--- config.mk ---
export PLATFORM = sky130hd
export DESIGN_NAME = up_down_counter
export DESIGN_NICKNAME = d
export VERILOG_FILES = /design/src/rtl/up_down_counter.sv
export SDC_FILE = /design/constraint.sdc
export NUM_CORES = 1
export LEC_CHECK = 0
export ABC_AREA = 1
export BUFFER_PORTS_ARGS = -buffer_cell sky130_fd_sc_hd__clkbuf_2
export CAP_MARGIN = 20
export CORE_AREA = 2 2 39 41
export DETAILED_ROUTE_END_ITERATION = 16
export DIE_AREA = 0 0 41 43
export MAX_ROUTING_LAYER = met4
export PLACE_DENSITY = 0.44
export SLEW_MARGIN = 20
export SYNTH_ARGS = -nofsm -noshare
export SYNTH_HDL_FRONTEND = slang
export SYNTH_SLANG_ARGS = --single-unit
--- constraint.sdc ---
create_clock -name clk -period 1.15 [get_ports clk]
set_input_delay 0.1725 -clock clk [delete_from_list [all_inputs] [get_ports clk]]
set_output_delay 0.1725 -clock clk [all_outputs]
set_load 0.005 [all_outputs]
--- src/rtl/up_down_counter.sv ---
// Modular binary up/down counter with parallel load, one-cycle wrap pulse
// and combinational terminal-value flags.
module up_down_counter #(
  parameter int WIDTH = 3
) (
  input  logic             clk,
  input  logic             rst,
  input  logic             en,
  input  logic             mod,
  input  logic             load,
  input  logic [WIDTH-1:0] load_val,
  output logic [WIDTH-1:0] count,
  output logic             wrap,
  output logic             at_max,
  output logic             at_zero
);

  localparam logic [WIDTH-1:0] ALL_ONES = {WIDTH{1'b1}};
  localparam logic [WIDTH-1:0] ZERO     = '0;
  localparam logic [WIDTH-1:0] ONE      = WIDTH'(1);

  logic [WIDTH-1:0] next_count;
  logic             next_wrap;

  // Load beats count enable; a load never produces a wrap pulse.
  always_comb begin
    next_count = count;
    next_wrap  = 1'b0;
    if (load) begin
      next_count = load_val;
    end else if (en) begin
      if (mod) begin
        next_count = count + ONE;
        next_wrap  = (count == ALL_ONES);
      end else begin
        next_count = count - ONE;
        next_wrap  = (count == ZERO);
      end
    end
  end

  always_ff @(posedge clk or negedge rst) begin
    if (!rst) begin
      count <= '0;
      wrap  <= 1'b0;
    end else begin
      count <= next_count;
      wrap  <= next_wrap;
    end
  end

  assign at_max  = (count == ALL_ONES);
  assign at_zero = (count == ZERO);

endmodule

==> out/results.tsv, run 1 <==
metric	value	unit
status	complete, but fails checks	
failing checks	negative setup slack	
layout cells sized above 1	0.508	
core area	1380	sq um
WL/cell	9.07	um
Area growth syn-to-layout	72.8	%
RR Startpoint	count[0]	
die boundary width	41	um
grt peak-use layer	met2	
GR Util met2	0.128	
WP data required	0.98	ns
top cell type's share of synthesized area	0.388	
Top Family by Delay on Critical Path	flip-flops	
Syn Std Cell Area	258	sq um
Worst-path clk slew	0.03	ns
DRT antenna net count	0	
Setup CP Type	register to primary output	
initial antenna violation count	0	
Max-slew headroom	0.877	
Final period util	1.06	
DP Wirelength	543	um
Final Non-Filler Cells	75	
Root Driver	clkbuf_4	
LEAKAGE	0.255	nW
FF+latch count, synth	4	
final core occ	0.322	
count of cell types in the netlist	10	
die area	1760	sq um
wire length of the first global-routing pass	1110	um
Setup crit start kind	register	
Mapped Cells	36	
crit path max fanout	4	
syn_area_per_cell	7.16	sq um
CTS max path bufs	2	
port buffer count	13	
clk_lat worst skew	0.24	ns
Final #Nets	70	
Overall Power	533	uW
hold crit path type	primary input to register	
Pwr Density	1200	nW/um^2
GRT overflow	0	
GRT Total Usage	0.104	
VDD IR max	0.287	mV
DP Area	360	sq um
Die Y	43	um
Vias	311	
vias in the first global route	264	
area leader, netlist	dfrtp_1	
Iter 0 DRT Violations	7	
crit path buf inv count	4	
Critical Path AT	1.05	ns
Final Max Slew Viols	0	
TritonCTS Buffers	3	
Crit-path slowest cell	dfrtp_1	
r2r endpoint	count[1]	
largest net degree at the start of global routing	7	
CP endpoint kind	primary output	
DR vias/cell	4.15	
syn_nets	45	
sequential element share of the synthesized area	0.388	
GPL Wtd Cong	0.654	
initial core utilization	0.186	
commonest non-fill, non-tap cell in the layout	clkbuf_2	
CP Cell Sequence	buf_4, inv_1, nand3_2, inv_1, clkbuf_2	
Warnings, synthesis	0	
CP Capture Point	at_zero	
Least-Margin Pin Slew	0.184	ns
worst reg2reg path depth	4	
RSZ-0062 raised after global routing	yes	
CTS Sinks	4	
IO Count	14	
final setup fails	4	
crit path from	count[1]	
htree depth	1	
commonest non-fill, non-tap cells in the layout	clkbuf_2, nand2_1, inv_1, nand3_1	
CTS tree	done	
diode count	0	
row count	14	
drc violations	0	
met1 Use GR	0.126	
max_cap viols	0	
final wirelength	680	um
top cells by area, synth	dfrtp_1, nand2_1, nand3_1	
met3 Track Usage GR	0.0314	
CP max stage delay	0.38	ns
Setup Skew	0.00668	ns
Worst path depth	5	
crit path time final	1.22	ns
fin area	445	sq um
# placed instances	67	
final hold vios	0	
cell mode on critical path	inv_1	
iteration count of the initial detailed-routing pass	3	
FF-to-FF setup slack	-0.07	ns
final worst setup slack	-0.0708	ns
Layout fillers	159	
Peak Freq	819	MHz
==> Yosys cell counts <==
cell type	n
nand2_1	11
a22oi_1	1
nor2_2	1
dfrtp_1	4
fa_1	1
nand3_1	8
inv_2	1
a21oi_2	1
nor2_1	1
inv_1	7
==> worst min-delay path by stage <==
stage                 from       end  slack (ns)  depth (start not counted)
2_1_floorplan          rst  count[0]       -0.12                          0
3_3_place_gp           rst      wrap       -0.01                          1
3_5_place_dp           rst      wrap      -0.009                          1
4_1_cts        load_val[1]  count[1]        0.16                          3
5_1_grt        load_val[1]  count[1]        0.18                          3
6_report       load_val[1]  count[1]        0.16                          3
==> power breakdown <==
part | switching, mW | internal [mW]
Clock | 0.0637 | 0.117
Sequential | 0.0162 | 0.157
Combinational | 0.0826 | 0.0964
Total | 0.162 | 0.371
==> flip-flops by register name, indices dropped and copies added, names as in the netlist <==
signal / cells
count: 3
wrap: 1
==> timing repair <==
item	CTS	global route
resized for setup	4	3
setup buffers	2	2
endpoints found under the setup margin	2	4
hold endpoints to repair	4	0
gates cloned	0	0
hold buffers	1	0
pin swaps	2	2
==> cell families after synthesis <==
| group | count (synthesis) | share of synthesized area |
|---|---|---|
| flip-flops | 4 | 0.388 |
| adder cells (fa/ha/maj) | 1 | 0.0777 |
| buffers and inverters | 8 | 0.117 |
| AND/OR/NAND/NOR | 21 | 0.354 |
| AO/OA/AOI/OAI | 2 | 0.0631 |
==> worst register-to-register path, cell delays in order (launching register included) <==
cell and delay, ns:
dfrtp_1 0.39, buf_6 0.12, fa_2 0.51, nand2_1 0.05
nand3_1 0.08
==> layer usage <==
metal  up-vias  part of all wire
li1        160                 -
met1       135              0.43
met2        11              0.44
met3         5             0.075
met4         0             0.050
met5         -                 0
==> cell type report <==
class	instances	area [sq um]	share of cell area
multi-input cells	24	140	0.315
repair buffers	20	131	0.295
flip-flops and latches	4	101	0.228
inverters	8	30.0	0.0674
clock buffers	3	22.5	0.0506
well taps	16	20.0	0.0449
==> per-stage QoR <==
step                setup WS, ns  setup TNS [ns]  hold slack, ns
floorplan                 0.0172               0          -0.123
global placement          0.0282               0         -0.0109
detailed placement        0.0148               0        -0.00926
CTS                      -0.0652          -0.236           0.160
global route              -0.134          -0.456           0.177
finish                   -0.0708          -0.189           0.157
(Power assumes the default switching activity.)
==> inputs of run 2 (changes only) <==
- CORE_AREA: 2 2 39 41 -> 4 4 41 43
- DIE_AREA: 0 0 41 43 -> 0 0 45 47
==> out/results.tsv, run 2 (same netlist as run 1, synthesis figures left out) <==
metric	value	unit	change
core area	1300	sq um	was 1380 sq um
Top Family by Delay on Critical Path	adder cells		was flip-flops
Max-slew headroom	0.844		was 0.877
Setup CP Type	register to register		was register to primary output
commonest non-fill, non-tap cells in the layout	clkbuf_2, nand2_1, buf_6, inv_2, nand3_1		was clkbuf_2, nand2_1, inv_1, nand3_1
vias in the first global route	316		was 264
fin area	479	sq um	was 445 sq um
Peak Freq	831	MHz	was 819 MHz
WP data required	1.32	ns	was 0.98 ns
DP Wirelength	564	um	was 543 um
Area growth syn-to-layout	85.9	%	was 72.8%
final core occ	0.368		was 0.322
Crit-path slowest cell	fa_2		was dfrtp_1
TritonCTS Buffers	3		unchanged
Overall Power	560	uW	was 533 uW
drc violations	0		unchanged
pre-CTS WS	0.0263	ns	was 0.0148 ns
Setup TNS	-0.169	ns	was -0.189 ns
Critical Path AT	1.38	ns	was 1.05 ns
Pwr Density	1170	nW/um^2	was 1200 nW/um^2
htree depth	1		unchanged
CP Cell Sequence	buf_6, fa_2, nand2_1, nand3_1		was buf_4, inv_1, nand3_2, inv_1, clkbuf_2
final hold slack	0.170	ns	was 0.157 ns
wire length of the first global-routing pass	1240	um	was 1110 um
initial antenna violation count	0		unchanged
final hold vios	0		unchanged
die boundary width	45	um	was 41 um
Final period util	1.05		was 1.06
Die Y	47	um	was 43 um
CTS tree	done		unchanged
clk_lat worst skew	0.24	ns	about the same
GRT Total Usage	0.0884		was 0.104
leading registers by flop count	count: 3 flops, wrap: 1 flops		unchanged
DR vias/cell	4.21		was 4.15
LEAKAGE	0.267	nW	was 0.255 nW
Final #Nets	72		was 70
RSZ-0062 raised after global routing	yes		unchanged
crit path buf inv count	1		was 4
crit path max fanout	2		was 4
diode count	0		unchanged
status	complete, but fails checks		unchanged
Final Max Slew Viols	0		unchanged
final worst setup slack	-0.0535	ns	was -0.0708 ns
hold crit path type	primary input to register		unchanged
Setup crit start kind	register		unchanged
CTS Sinks	4		unchanged
final setup fails	5		was 4
layout cells sized above 1	0.590		was 0.508
DRT antenna net count	0		unchanged
VDD IR max	0.484	mV	was 0.287 mV
initial core utilization	0.198		was 0.186
Iter 0 DRT Violations	1		was 7
commonest non-fill, non-tap cell in the layout	clkbuf_2		unchanged
Most flops, register	count		unchanged
# placed instances	67		unchanged
iteration count of the initial detailed-routing pass	4		was 3
port buffer count	13		unchanged
CP max stage delay	0.51	ns	was 0.38 ns
max_cap viols	0		unchanged
row count	13		was 14
Root Driver	clkbuf_4		unchanged
GRT overflow	0		unchanged
failing checks	negative setup slack		unchanged
final wirelength	744	um	was 680 um
Vias	320		was 311
CP endpoint kind	register		was primary output
largest net degree at the start of global routing	7		unchanged
Final Non-Filler Cells	76		was 75
Worst-path clk slew	0.04	ns	was 0.03 ns
max reg flops	3		unchanged
IO Count	14		unchanged
DP Area	367	sq um	was 360 sq um
die area	2120	sq um	was 1760 sq um
GPL Wtd Cong	0.758		was 0.654
Setup Skew	0.00398	ns	was 0.00668 ns
CTS max path bufs	2		unchanged
WL/cell	9.79	um	was 9.07 um
Least-Margin Pin Slew	0.233	ns	was 0.184 ns
crit path time final	1.20	ns	was 1.22 ns
[run 2: cell types whose count changed in the layout (fill, tap and decap cells not counted), sizes merged]
cell / before / now
buf: 6 / 9
clkbuf: 16 / 15
[run 2: routing by layer]
layer,GRT usage,wire length (um),vias up
met1,0.0894,315,138
met3,0.0651,101,4
li1,-,-,163
met2,0.130,314,15
met5,-,0,-
met4,0.0351,11,0
[run 2: final timing paths]
| kind | startpoint | end | slack (ns) | cells past startpoint |
|---|---|---|---|---|
| setup / recovery | count[0] | count[1] | -0.05 | 4 |
| hold / removal | load_val[0] | count[0] | 0.17 | 3 |
| setup reg to reg | count[0] | count[1] | -0.05 | 4 |
| hold reg to reg | count[2] | count[2] | 0.66 | 2 |
| max in group asynchronous | rst | count[2] | 0.75 | 2 |
| min in group asynchronous | rst | count[1] | 0.27 | 2 |
[run 2: layout make-up]
type                       count  area (sq um)
clock buffer                   3          22.5
sequential                     4           100
inverter                       8          32.5
fill                         148           822
timing repair buffer          22           160
tap                           15          18.8
multi-input combinational     24           145
[run 2: report_power, final]
group          internal (mW)  leakage, nW  switching (mW)  total (mW)
clock                  0.117       0.0138          0.0565       0.173
sequential             0.156       0.0501          0.0180       0.174
combinational          0.119        0.203          0.0935       0.213
[run 2: tightest hold or removal path, delay by kind of cell]
family / cells / cell delay [ns]
buf+inv: 1 / 0.08
simple gates: 2 / 0.12
[run 2: repair_timing]
item | in CTS | in global routing
gates resized for setup | 5 | 10
gates cloned | 0 | 0
hold endpoints to repair | 4 | 0
pin swaps | 3 | 1
hold buffers | 1 | 0
setup buffers | 3 | 2
setup endpoints to repair | 2 | 5
==> inputs of run 3 (changes only) <==
- SETUP_SLACK_MARGIN: default -> 0.3
- SKIP_LAST_GASP: default -> 1
==> out/results.tsv, run 3 (same netlist as run 1, synthesis figures left out) <==
metric	value	unit	change
final hold vios	0		unchanged
WP data required	1.26	ns	was 1.32 ns
LEAKAGE	0.269	nW	was 0.267 nW
leading registers by flop count	count: 3 flops, wrap: 1 flops		unchanged
Area growth syn-to-layout	87.9	%	was 85.9%
CP endpoint kind	register		unchanged
CTS Sinks	4		unchanged
fin area	484	sq um	was 479 sq um
Final Max Slew Viols	0		unchanged
GRT overflow	0		unchanged
grt peak-use layer	met2		unchanged
initial core utilization	0.198		unchanged
Layout fillers	145		was 148
Vias	324		was 320
Final period util	1.05		about the same
CTS max path bufs	2		unchanged
DR vias/cell	4.26		was 4.21
GPL Wtd Cong	0.718		was 0.758
iteration count of the initial detailed-routing pass	4		unchanged
port buffer count	13		unchanged
failing checks	negative setup slack		unchanged
Setup Skew	0.000146	ns	was 0.00398 ns
switching power	178	uW	was 168 uW
clk_lat worst skew	0.23	ns	was 0.24 ns
wire length of the first global-routing pass	1330	um	was 1240 um
crit path time final	1.21	ns	was 1.20 ns
status	complete, but fails checks		unchanged
WL/cell	9.72	um	was 9.79 um
DP Wirelength	566	um	was 564 um
Final #Nets	72		unchanged
drc violations	0		unchanged
Root Driver	clkbuf_4		unchanged
power share of the sequential group	0.309		was 0.311
final core occ	0.372		was 0.368
max_cap viols	0		unchanged
Setup CP Type	register to register		unchanged
commonest non-fill, non-tap cell in the layout	clkbuf_2		unchanged
pre-CTS WS	-0.00334	ns	was 0.0263 ns
worst reg2reg path depth	6		was 4
layout cells sized above 1	0.623		was 0.590
GRT Total Usage	0.0952		was 0.0884
die area	2120	sq um	unchanged
Critical Path AT	1.32	ns	was 1.38 ns
initial antenna violation count	0		unchanged
max reg flops	3		unchanged
Setup TNS	-0.173	ns	was -0.169 ns
crit path max fanout	2		unchanged
Hold Crit Depth	3		unchanged
Max-slew headroom	0.865		was 0.844
row count	13		unchanged
final setup fails	4		was 5
Int Power	390	uW	was 392 uW
switching share of power	0.313		was 0.300
IO Count	14		unchanged
final worst setup slack	-0.0575	ns	was -0.0535 ns
htree depth	1		unchanged
CTS tree	done		unchanged
VDD IR max	0.520	mV	was 0.484 mV
core area	1300	sq um	unchanged
Most flops, register	count		unchanged
commonest non-fill, non-tap cells in the layout	clkbuf_2, nand2_1, buf_4, nand3_1		was clkbuf_2, nand2_1, buf_6, inv_2, nand3_1
largest net degree at the start of global routing	7		unchanged
Final Non-Filler Cells	76		unchanged
Clock Power Share	0.307		was 0.309
DRT antenna net count	0		unchanged
met3 Track Usage GR	0.0345		was 0.0651
GR Util met2	0.147		was 0.130
vias in the first global route	330		was 316
Setup crit start kind	register		unchanged
hold crit path type	primary input to register		unchanged
DP Area	359	sq um	was 367 sq um
TritonCTS Buffers	3		unchanged
met1 Use GR	0.106		was 0.0894
Iter 0 DRT Violations	6		was 1
Worst-path clk slew	0.04	ns	about the same
combinational power share	0.384		was 0.380
# placed instances	66		was 67
Pwr Density	1170	nW/um^2	about the same
die boundary width	45	um	unchanged
diode count	0		unchanged
Peak Freq	828	MHz	was 831 MHz
RSZ-0062 raised after global routing	yes		unchanged
final wirelength	739	um	was 744 um
Least-Margin Pin Slew	0.202	ns	was 0.233 ns
Die Y	47	um	unchanged
==> run 3: cell count changes in the layout (fill, tap and decap cells not counted), sizes merged <==
cell and change:
clkbuf +1, buf -1
==> run 3: critical path, cell delays in order (launching register included) <==
cell and delay [ns]:
dfrtp_1 0.39, buf_6 0.12, fa_2 0.34, inv_2 0.06
nand3_2 0.05, nand3_1 0.06, nand2_1 0.06
==> run 3: through the flow <==
step	hold slack [ns]	power, mW
detailed placement	-0.0132	0.313
global route	0.187	0.617
finish	0.163	0.568
global placement	-0.0148	0.314
floorplan	-0.123	0.241
CTS	0.150	0.540
==> run 3: what timing repair did <==
item                                   4_1_cts  5_1_grt
setup endpoints to repair                    9       10
gates resized for setup                      7        9
pin swaps                                    4        0
hold buffers                                 1        0
endpoints found under the hold margin        4        0
buffers inserted                             4        2
==> run 3: final cells by class <==
type / instances / area [sq um] / share of cell area
Inverter: 8 / 35.0 / 0.0724
Multi-Input combinational cell: 24 / 160 / 0.331
Sequential cell: 4 / 101 / 0.209
Tap cell: 15 / 18.8 / 0.0388
Clock buffer: 3 / 22.5 / 0.0465
Timing Repair Buffer: 22 / 146 / 0.302
==> run 3: final timing paths <==
check / from / slack [ns] / end
setup / recovery: count[0] / -0.06 / count[2]
hold / removal: load_val[1] / 0.16 / count[1]
setup reg to reg: count[0] / -0.06 / count[2]
hold reg to reg: count[2] / 0.61 / count[2]
max in group asynchronous: rst / 0.73 / count[2]
min in group asynchronous: rst / 0.28 / wrap
==> run 3: power groups by stage <==
stage	registers (mW)	logic [mW]	clock network, mW
final	0.176	0.218	0.174
after global routing	0.180	0.241	0.196
after CTS	0.175	0.181	0.184
after detailed placement	0.175	0.137	0
after global placement	0.175	0.139	0
after floorplan	0.178	0.0629	0
==> run 3: routing by layer <==
layer	up-vias	routed length, um
met1	149	302
met2	12	370
met3	0	66
met4	0	0
li1	163	-
met5	-	0
